==> config.mk <==
export PLATFORM = sky130hd
export DESIGN_NAME = zapper_shot_detector
export DESIGN_NICKNAME = d
export VERILOG_FILES = /design/src/rtl/zapper_shot_detector.sv
export SDC_FILE = /design/constraint.sdc
export NUM_CORES = 1
export LEC_CHECK = 0
export CORE_MARGIN = 4
export CORE_UTILIZATION = 55
export CTS_CLUSTER_DIAMETER = 120
export DETAILED_ROUTE_END_ITERATION = 6
export GPL_TIMING_DRIVEN = 0
export PLACE_DENSITY = 0.8
export SYNTH_ARGS = -nofsm -noshare
export SYNTH_HDL_FRONTEND = slang
export SYNTH_SLANG_ARGS = --single-unit
==> constraint.sdc <==
create_clock -name clk -period 4.5 [get_ports clk]
set_clock_uncertainty 0.2 [all_clocks]
set_input_delay 0.45 -clock clk [delete_from_list [all_inputs] [get_ports clk]]
set_output_delay 0.45 -clock clk [all_outputs]
set_load 0.02 [all_outputs]
==> src/rtl/zapper_shot_detector.sv <==
// rtl/zapper_shot_detector.sv - light-gun input conditioning and shot verification sequencer
module zapper_shot_detector #(
  parameter int DEBOUNCE_CYCLES = 16,
  parameter int LIGHT_MIN       = 4,
  parameter int TARGET_FRAMES   = 1
) (
  input  logic       clk,
  input  logic       rst,
  input  logic       trigger_in,
  input  logic       light_in,
  input  logic       frame_start,
  input  logic       enable,
  output logic       flash_black,
  output logic       flash_target,
  output logic       shot_fire,
  output logic       hit,
  output logic       miss,
  output logic       busy,
  output logic [7:0] shot_count
);

  localparam int DW = $clog2(DEBOUNCE_CYCLES + 1);
  localparam int LW = $clog2(LIGHT_MIN + 1);
  localparam logic [DW-1:0] DEB_LIMIT   = DW'(DEBOUNCE_CYCLES);
  localparam logic [LW-1:0] LIGHT_LIMIT = LW'(LIGHT_MIN);
  localparam logic [3:0]    FRAME_LIMIT = 4'(TARGET_FRAMES);

  typedef enum logic [2:0] {
    IDLE,
    WAIT_FRAME,
    BLACK,
    TARGET,
    RESULT,
    REARM
  } state_t;

  state_t          state, state_n;
  logic            trig_s1, trig_s2, light_s1, light_s2;
  logic [DW-1:0]   deb_cnt;
  logic            trig_deb, trig_deb_q;
  logic            pull;
  logic            accept;
  logic [LW-1:0]   light_cnt, light_nxt;
  logic [3:0]      frame_cnt;
  logic            seen, dark_fail;

  // two-flop synchronizers; idle level is 1 for both active-low gun pins
  always_ff @(posedge clk or posedge rst) begin
    if (rst) begin
      trig_s1  <= 1'b1;
      trig_s2  <= 1'b1;
      light_s1 <= 1'b1;
      light_s2 <= 1'b1;
    end else begin
      trig_s1  <= trigger_in;
      trig_s2  <= trig_s1;
      light_s1 <= light_in;
      light_s2 <= light_s1;
    end
  end

  // debounce: a new trigger level must persist DEBOUNCE_CYCLES cycles before it is adopted
  always_ff @(posedge clk or posedge rst) begin
    if (rst) begin
      deb_cnt    <= '0;
      trig_deb   <= 1'b1;
      trig_deb_q <= 1'b1;
    end else begin
      trig_deb_q <= trig_deb;
      if (trig_s2 == trig_deb) begin
        deb_cnt <= '0;
      end else if (deb_cnt == DEB_LIMIT - DW'(1)) begin
        trig_deb <= trig_s2;
        deb_cnt  <= '0;
      end else begin
        deb_cnt <= deb_cnt + DW'(1);
      end
    end
  end

  assign pull = trig_deb_q & ~trig_deb;

  // saturating run length of consecutive synchronized light-detect cycles
  always_comb begin
    if (light_s2) begin
      light_nxt = '0;
    end else if (light_cnt == LIGHT_LIMIT) begin
      light_nxt = light_cnt;
    end else begin
      light_nxt = light_cnt + LW'(1);
    end
  end

  // state register
  always_ff @(posedge clk or posedge rst) begin
    if (rst) begin
      state <= IDLE;
    end else begin
      state <= state_n;
    end
  end

  // next-state and decoded outputs; a pull is only ever accepted from IDLE
  always_comb begin
    state_n      = state;
    accept       = 1'b0;
    flash_black  = 1'b0;
    flash_target = 1'b0;
    hit          = 1'b0;
    miss         = 1'b0;
    busy         = (state != IDLE);
    case (state)
      IDLE: begin
        if (pull && enable) begin
          accept  = 1'b1;
          state_n = WAIT_FRAME;
        end
      end
      WAIT_FRAME: begin
        if (frame_start) state_n = BLACK;
      end
      BLACK: begin
        flash_black = 1'b1;
        if (frame_start) state_n = TARGET;
      end
      TARGET: begin
        flash_target = 1'b1;
        if (frame_start && frame_cnt >= FRAME_LIMIT) state_n = RESULT;
      end
      RESULT: begin
        hit     = seen & ~dark_fail;
        miss    = ~(seen & ~dark_fail);
        state_n = REARM;
      end
      REARM: begin
        if (trig_deb) state_n = IDLE;
      end
      default: state_n = IDLE;
    endcase
  end

  // shot bookkeeping: fire pulse, shot counter, light/frame counters and verdict flags
  always_ff @(posedge clk or posedge rst) begin
    if (rst) begin
      shot_fire  <= 1'b0;
      shot_count <= 8'd0;
      light_cnt  <= '0;
      frame_cnt  <= 4'd0;
      seen       <= 1'b0;
      dark_fail  <= 1'b0;
    end else begin
      shot_fire <= accept;
      if (accept) shot_count <= shot_count + 8'd1;

      if (state == BLACK) begin
        light_cnt <= frame_start ? '0 : light_nxt;
        if (light_nxt == LIGHT_LIMIT) dark_fail <= 1'b1;
      end else if (state == TARGET) begin
        light_cnt <= light_nxt;
        if (light_nxt == LIGHT_LIMIT) seen <= 1'b1;
      end else begin
        light_cnt <= '0;
      end

      if (state == BLACK && frame_start) begin
        frame_cnt <= 4'd1;
      end else if (state == TARGET && frame_start && frame_cnt < FRAME_LIMIT) begin
        frame_cnt <= frame_cnt + 4'd1;
      end

      if (state == RESULT) begin
        seen      <= 1'b0;
        dark_fail <= 1'b0;
      end
    end
  end

endmodule

# Word-level counts from Yosys, hierarchy flattened
# Cells that the tools add are included.
[totals]
register_bits = 32
in_bits = 6
elab_cells = 83
[classes]
addsub = 4
n_lt_le_gt_ge = 2
n_eq_ne = 15
n_mux = 27
bitwise_logic = 6
n_reduce_logical = 15
[op_table]
columns = ["operator", "n"]
rows = [
  ["$mux W3", 10],
  ["$pmux W3 S6", 1],
  ["$eq A3 B3 Y1 const B", 4],
  ["$mux W1", 12],
  ["$mux W5", 2],
  ["$ne A2 B2 Y1 const B", 5],
  ["$add A8 B1 Y8 const B", 1],
  ["$mux W4", 2],
  ["$reduce_bool A2 Y1", 4],
  ["$eq A3 B2 Y1 const B", 2],
  ["$add A5 B1 Y5 const B", 1],
  ["$eq A5 B4 Y1 const B", 1],
  ["$logic_and A1 B1 Y1", 5],
  ["$reduce_and A5 Y1", 1],
  ["$add A4 B1 Y4 const B", 1],
  ["$ge A4 B1 Y1 const B", 1],
  ["$lt A4 B1 Y1 const B", 1],
  ["$not A1 Y1", 4],
  ["$reduce_and A2 Y1", 2],
  ["$add A3 B1 Y3 const B", 1],
  ["$eq A3 B1 Y1 const B", 1],
  ["$logic_not A3 Y1", 1],
  ["$reduce_and A3 Y1", 1],
  ["$reduce_bool A3 Y1", 1],
  ["3 further kinds", 4],
]

# Longest topological paths before layout
# Gate-level depths: netlist of run 1.
[depth]
word_depth = 8
ltp_mapped = 5
mapped_depth_nobuf = 5

# Worst setup path before layout of run 1
# Ideal clock, no wire load.
[synth_path]
path_kind = "register to output"
start = "register state[2]"
end = "output port hit"
t_arrival_ns = 1.509
required_time_ns = 3.850
path_slack_ns = 2.341
stages_incl_launch_ff = 5
n_path_buf = 1
path_cell_list = "dfrtp_1 buf_2 inv_2 or3_1 nor3b_1"
[synth_via]
elab_chain_cells = 2
[synth_rtl]
columns = ["item", "line_no", "rtl"]
rows = [
  ["start: declaration", "37", "state_t state, state_n;"],
  ["start signal: assignment", "99", "state <= state_n;"],
  ["$eq A3 B3 Y1", "112", "case (state)"],
  ["$mux W1", "112", ""],
  ["end: declaration", "16", "output logic hit,"],
]
# Every way passes these cells.

# Worst setup path in the final report of run 1
# Ends and elaborated chain as after synthesis.

==> results of run 1 <==
==> final cells by class <==
class,count,share of cell area [%]
sequential,32,45.1
multi-input combinational,88,35.9
timing repair buffer,19,10.6
clock buffer,7,2.51
inverter,12,2.51
tap,30,2.09
buffer,4,1.05
clock inverter,1,0.279
==> state kept, by name (all words and copies together) (netlist names) <==
name        count
seen            1
trig_deb        1
light_cnt       3
shot_count      8
trig_s1         1
light_s1        1
trig_deb_q      1
light_s2        1
dark_fail       1
deb_cnt         5
frame_cnt       4
trig_s2         1
shot_fire       1
state           3
==> worst max path at each step <==
stage / startpoint / to / slack, ns
2_1_floorplan: state[2] / hit / 2.34
3_3_place_gp: state[2] / hit / 1.99
3_5_place_dp: state[2] / hit / 1.98
4_1_cts: state[2] / hit / 1.59
5_1_grt: state[2] / hit / 1.44
6_report: state[2] / hit / 1.62
==> logic make-up (layout without fill, tap and decap cells) <==
kind of cell | after synthesis | after routing | synth area share [%]
AOI/OAI and AO/OA | 23 | 23 | 10.7
xor gates and xnor gates | 10 | 10 | 5.78
adders and majority gates | 7 | 7 | 5.78
buffers and inverters | 16 | 43 | 4.21
DFF | 32 | 32 | 53.3
muxes | 2 | 2 | 1.49
and+or+nand+nor | 46 | 46 | 18.7
==> placed cells by master (no fill, tap or decap), drive strengths merged, types with 3 or more instances in the layout <==
cell	instances
o31ai	4
inv	12
a21oi	6
clkdlybuf4s50	19
xnor2	7
xor2	3
nor3b	3
dfrtp	26
ha	7
nor2	11
dfstp	6
nand2	3
nand4	4
clkbuf	8
or3b	3
buf	3
nand3	4
==> metal layers <==
metal / share of wire (%) / GRT usage (%) / up-vias
li1: - / - / 533
met1: 41 / 21.6 / 523
met2: 51 / 31.6 / 30
met3: 5.5 / 6.81 / 10
met4: 2.4 / 9.91 / 0
met5: 0 / 0 / -
==> metrics by stage <==
stage | area (sq um) | setup slack, ns
after floorplan | 1520 | 2.34
after global placement | 1740 | 1.99
after detailed placement | 1740 | 1.98
after CTS | 1790 | 1.59
after global routing | 1790 | 1.44
final | 1790 | 1.62
==> power by group through the flow <==
stage / Combinational, W / Sequential, W / Clock (W)
floorplan: 0.000178 / 0.000337 / 0
global placement: 0.000245 / 0.000340 / 0
detailed placement: 0.000252 / 0.000342 / 0
CTS: 0.000255 / 0.000337 / 0.000162
global route: 0.000283 / 0.000341 / 0.000174
finish: 0.000253 / 0.000337 / 0.000157
==> impl_summary.md, run 1 <==
Setup path
The critical path is of the flop to output port type. The worst endpoint required time is 3.85 ns. The logic depth of the worst register-to-register path is 5. The endpoint identified for the worst register-to-register timing path is dark_fail. Traced cell by cell, the critical path runs through buf_2 -> inv_2 -> or3_1 -> nor3b_1 -> clkdlybuf4s50_1. In this design, the largest share of critical-path delay is due to buffers and inverters.

For this run, the slowest stage of the critical path takes 0.63 ns. The slowest stage of the critical path belongs to the cell sky130_fd_sc_hd__clkdlybuf4s50_1. The worst register-to-register path begins at light_cnt[0]. The number of logic stages on the critical path including buffering is 5. The kind of end point of the critical path is an output port. The setup check on the worst reg-to-reg path leaves a slack of 2.52 ns. The kind of start point of the critical path is a flop. The critical path data arrival time is 2.23 ns. The critical path contains buffers and inverters numbering 3 combined. The maximum fanout along the worst path is 10.

Yosys
The cell type contributing the most total cell area after synthesis is sky130_fd_sc_hd__dfrtp_1. For this run, the register share of the synthesized area comes to 53.3%. When the netlist entered floorplanning its net count stood at 149.

In the synthesized netlist the dominant register cell turns out to be sky130_fd_sc_hd__dfrtp_1. By area the synthesized netlist is led by sky130_fd_sc_hd__dfrtp_1 43%, sky130_fd_sc_hd__dfstp_2 10%, sky130_fd_sc_hd__ha_1 5.8%. During synthesis, Yosys emitted a total of 0 warnings. Sorting the synthesized cells by how often they occur yields 26 x sky130_fd_sc_hd__dfrtp_1, 11 x sky130_fd_sc_hd__inv_1, 11 x sky130_fd_sc_hd__nor2_1. The post-synthesis average cell area is 11.1 sq um. The post-synthesis cell type count is 42. The cell count after synthesis came out at 136. The share of async-settable or async-resettable flops after synthesis is 100%. sky130_fd_sc_hd__dfrtp_1 is the most common cell in the netlist.

The flop and latch count out of synthesis is 32. The summed instance area of the synthesized netlist is 1520 sq um. The proportion of netlist area held by the largest area contributor is 42.9%.

The number of flops mapped to enable cells by yosys is 0.

Timing
The fmax is 348 MHz. Setup repair after global routing left no endpoint under its margin. The period utilization is 63.9%. For the pin with the worst max-slew slack, the measured transition is 1.13 ns. Setup violations remaining at the end of the flow were counted as 0. The number of max-slew violations in the final report is 0.

Final hold analysis gives a worst-case slack of 0.162 ns. The relative max-transition margin is 24.3%. The accumulated negative setup slack is 0 ns. The number of hold violations in the final report is 0. The worst path needs 2.88 ns of the cycle, external delays included.

Status
The run finished with clean final reports.

Detailed routing
The number of DRC markers after the initial detailed-route iteration is 24. For this run, design rule violations remaining after detail routing come to 0. Dividing the detail-routed wire length by the instance count gives 14.8 microns. The remaining antenna violation count is 0. The routed layout has 1096 vias. Using the TritonRoute via totals, the vias-per-cell ratio works out to 5.68.

The routed design has 2860 microns of wire. Before antenna repair, the detailed router went through 4 iterations.

Clock tree
The number of gates resized after cts is 0. The root cell of the clock tree is sky130_fd_sc_hd__clkbuf_4. TritonCTS built the clock tree. The deepest clock path buffer count is 2.

Hold repair after CTS inserted 0 buffers. After clock tree synthesis, the clock-pin slew on the worst setup and hold paths is 0.09 ns. For this design, the sink count on the clock tree is 32.

The depth of the CTS H-tree is 2. The later-pin clock latency in the skew report is 0.34 ns. The number of setup buffers added after CTS is 0. The number of buffers added by the clock tree synthesis step is 5.

Floorplan
The number of standard-cell rows in the floorplan is 18. The area of the core region is 2540 sq um. The floorplan step set the die height to 60.5 microns.

The die covers 3660 sq um. The horizontal die dimension is 60.5 microns. During I/O placement, the number of pins put on the boundary was 20.

The effective utilization at floorplan is 59.5%.

Placed design
The detailed-placement wirelength estimate is 2090 microns. Routability-driven placement finished with a final weighted congestion of 0.771. The count of port buffers added during placement is 19. In this run, placement finished with an instance count of 185.

Power and ir drop
Per report_power, the clock group accounts for 21.0% of the total. For this design the ratio of total power to cell area is 417 nW/um^2. The net switching component of the power is 0.000269 W. The leakage power of the design is 0.812 nW. The internal power of the cells totals 0.000478 W. The overall power of the completed layout is 0.000747 W. The switching fraction of total power is 36.0%.

IR analysis of the VDD net gives a maximum drop of 0.304 mV. The share of total power dissipated in combinational logic is 33.9%. Sequential cells burn 45.1% of the power.

Finish
The utilization of the core after routing is 70.5%. Cells with a size suffix above 1 make up 11.7% of the layout. In the final layout, the multi-input gates occupy 643 sq um.

Compared with the post-synthesis result, the final layout area differs by 18.3%. The number of fillers in the final layout is 185. The repair_antennas step left the layout with diodes totalling 0. For this run, the number of standard cells in the final layout without fillers is 193.

After the last flow step, the layout net total stands at 175. Summing all flip-flop and latch instances after layout gives 808 sq um.

Min path
The min-delay analysis places its worst path in the category flop to flop. The startpoint of the most critical hold path is trig_s1. For hold timing, the worst endpoint is trig_s2. Along the worst hold path, the cell count comes to 0.

GRT
The total congestion overflow after global routing is 0. The largest net degree at the start of global routing is 33. Global routing consumed, over all layers together, 19.0% of the routing resources. The number of antenna violations at the first check in global routing came to 0. The number of global-route vias before repair was 1148.

The first global-routing pass estimated 5000 microns of wire.

Run
Max-cap violations in this run came to 0.
Note: power is estimated with default switching activity, not from simulation.
==> run 2, diff against run 1 <==
--- a/config.mk
+++ b/config.mk
@@ -6,11 +6,11 @@
 export NUM_CORES = 1
 export LEC_CHECK = 0
 export CORE_MARGIN = 4
-export CORE_UTILIZATION = 55
+export CORE_UTILIZATION = 53
 export CTS_CLUSTER_DIAMETER = 120
 export DETAILED_ROUTE_END_ITERATION = 6
 export GPL_TIMING_DRIVEN = 0
-export PLACE_DENSITY = 0.8
+export PLACE_DENSITY = 0.77
 export SYNTH_ARGS = -nofsm -noshare
 export SYNTH_HDL_FRONTEND = slang
 export SYNTH_SLANG_ARGS = --single-unit
==> constraint.sdc (replaced) <==
create_clock -name clk -period 2.98 [get_ports clk]
set_clock_uncertainty 0.2 [all_clocks]
set_input_delay 0.298 -clock clk [delete_from_list [all_inputs] [get_ports clk]]
set_output_delay 0.298 -clock clk [all_outputs]
set_load 0.02 [all_outputs]
==> impl_summary.md, run 2 (same netlist as run 1, synthesis figures left out) <==
Detailed routing
The mean routed wirelength per cell came to 14.9 microns (was 14.8 microns). The number of iterations in the first detailed-routing pass is 4 (unchanged). The post-detailed-routing wire length is 2890 microns (was 2860 microns).

The total via count after detailed routing is 1136 (was 1096). The remaining antenna violation count is 0 (unchanged). The average via count per standard cell is 5.86 (was 5.68). The number of DRC markers after the initial detailed-route iteration is 101 (was 24). The DRC violations left was 0 (unchanged).

Setup path
The launching point of the worst reg2reg path is light_cnt[0] (unchanged). The kind of end point of the critical path was an output port (unchanged). The critical path data arrival time is 2.19 ns (was 2.23 ns). The maximum fanout along the worst path is 10 (unchanged).

The critical path class is flop to output port (unchanged). The setup slack on the worst flop-to-flop path is 1.01 ns (was 2.52 ns). The logic depth of the worst register-to-register path came to 5 (unchanged). The capture point of the worst reg-to-reg path is seen (was dark_fail). The worst endpoint required time is 2.48 ns (was 3.85 ns). The kind of start point of the critical path is a flop (unchanged).

Clock tree
The number of buffers added by the clock tree synthesis step was 5 (unchanged). The depth of the CTS H-tree came to 2 (unchanged). The number of sinks handled by clock tree synthesis is 32 (unchanged). The later-pin clock latency in the skew report is 0.34 ns (about the same). The root cell of the clock tree is sky130_fd_sc_hd__clkbuf_4 (unchanged).

The deepest clock path buffer count is 2 (unchanged). The clock-pin slew on the worst setup and hold paths is 0.11 ns (was 0.09 ns). The TritonCTS clock tree is done (unchanged).

Power and ir drop
The largest voltage drop on the vdd net is 0.680 mV (was 0.304 mV). The power density relative to cell area is 640 nW/um^2 (was 417 nW/um^2). The leakage power of the design came to 0.840 nW (was 0.812 nW).

Timing
The minimum hold slack came to 0.154 ns (was 0.162 ns). The number of hold violations in the final report is 0 (unchanged). The slew at the pin closest to its max-slew limit is 1.19 ns (was 1.13 ns).

The period utilization is 90.1%. The relative max-transition margin was 20.3% (was 24.3%). The accumulated negative setup slack came to 0 ns (unchanged). The final count of negative-setup-slack endpoints is 0 (unchanged). The smallest clock period supported by the final layout is computed as 2.69 ns.

RSZ-0062 raised after global routing: false (unchanged). Derived from the worst setup path, the maximum achievable clock frequency is 372 MHz. The number of max-slew violations in the final report is 0 (unchanged).

Floorplan
The effective utilization at floorplan is 55.4% (was 59.5%). The area of the die is 3780 sq um (was 3660 sq um). The area of the core region is 2730 sq um (was 2540 sq um). The horizontal die dimension is 61.5 microns (was 60.5 microns). The number of standard-cell rows in the floorplan is 19 (was 18).

The number of I/O pins is 20 (unchanged). The die extent in y is 61.5 microns (was 60.5 microns).

GRT
The number of antenna violations at the first check in global routing is 0 (unchanged). The largest net degree at the start of global routing is 33 (unchanged). The wire length of the first global-routing pass was 4710 microns (was 5000 microns).

The global-route total usage across every layer was 17.3% (was 19.0%). The number of global-route vias before repair came to 1059 (was 1148). The total congestion overflow after global routing came to 0 (unchanged).

Placed design
The count of port buffers added during placement came to 19 (unchanged). The placer congestion estimate is 0.782 (was 0.771). The detailed-placement wirelength estimate is 2010 microns (was 2090 microns).

Status
Result of the run: completed (unchanged).

Finish
The final layout net count was 175 (unchanged). The commonest non-fill, non-tap cell in the layout is sky130_fd_sc_hd__dfrtp_1 (unchanged). The diode insertion count for antenna repair came to 0 (unchanged).

The utilization of the core after routing is 66.1% (was 70.5%). Leading cell types in the layout, fill and taps excluded: 26 x sky130_fd_sc_hd__dfrtp_1, 18 x sky130_fd_sc_hd__clkdlybuf4s50_1, 11 x sky130_fd_sc_hd__inv_1, 11 x sky130_fd_sc_hd__nor2_1 (was 26 x sky130_fd_sc_hd__dfrtp_1, 19 x sky130_fd_sc_hd__clkdlybuf4s50_1, 11 x sky130_fd_sc_hd__inv_1, 11 x sky130_fd_sc_hd__nor2_1). Regs by FF count: shot_count: 8 flops, deb_cnt: 5 flops, frame_cnt: 4 flops (unchanged). The share of final-layout standard cells stronger than drive strength 1 came to 12.9% (was 11.7%). The number of flip-flops under the largest register name is 8 (unchanged). The register with the highest flop count is shot_count (unchanged). The area overhead of the layout relative to synthesis is 19.3% (was 18.3%).

Min path
The startpoint of the most critical hold path is light_in (was trig_s1). The class of the tightest hold or removal check was input pin to flop (was flop to flop). The count of cells along the worst hold path came to 1 (was 0). The end point of the most critical hold path is light_s1 (was trig_s2).

Run
The max-cap check violation count is 0 (unchanged).
run 2: what timing repair did:
item,in CTS,in global routing
buffers inserted,0,0
hold buffers,0,0
resized for setup,0,1
setup endpoints to repair,0,1
run 2: worst max path at each step:
stage / start / end / slack (ns) / cells after the start
final: state[2] / miss / 0.29 / 5
after global routing: state[2] / miss / 0.17 / 5
after CTS: state[2] / hit / 0.11 / 5
after detailed placement: state[2] / hit / 0.50 / 5
after global placement: state[2] / hit / 0.62 / 5
after floorplan: state[2] / hit / 0.97 / 4
run 2: layer usage:
metal | up-vias | track usage [%] | share of wire [%]
met3 | 12 | 6.08 | 7.2
met2 | 48 | 27.5 | 48
met5 | - | 0 | 0
met1 | 541 | 21.4 | 42
met4 | 0 | 7.27 | 1.9
li1 | 535 | - | -
run 2: area by class of cell:
type                            count  area (sq um)
Clock buffer                        6          51.3
Timing Repair Buffer               19           193
Clock inverter                      2          10.0
Multi-Input combinational cell     88           643
Buffer                              4          18.8
Fill cell                         229           926
Inverter                           12          45.0
Tap cell                           31          38.8
Sequential cell                    32           808
run 2: worst max-delay path, stage by stage (launching register included):
cell	delay (ns)
sky130_fd_sc_hd__dfrtp_1	0.38
sky130_fd_sc_hd__buf_2	0.23
sky130_fd_sc_hd__inv_2	0.08
sky130_fd_sc_hd__or3_1	0.40
sky130_fd_sc_hd__a21oi_1	0.13
sky130_fd_sc_hd__clkdlybuf4s50_1	0.61
run 2: power breakdown:
part	total [W]	switching, W	internal, W
clock	0.000258	0.000146	0.000112
sequential	0.000508	0.0000309	0.000477
combinational	0.000391	0.000236	0.000154
total	0.00116	0.000413	0.000743
run 2: metrics by stage:
stage                     area, sq um  setup WS, ns  instances  total power (W)
after floorplan                  1520         0.973        136         0.000776
after global placement           1740         0.616        186         0.000884
after detailed placement         1740         0.500        186         0.000897
after CTS                        1810         0.106        194          0.00116
after global routing             1810         0.173        194          0.00123
final                            1810         0.294        194          0.00116
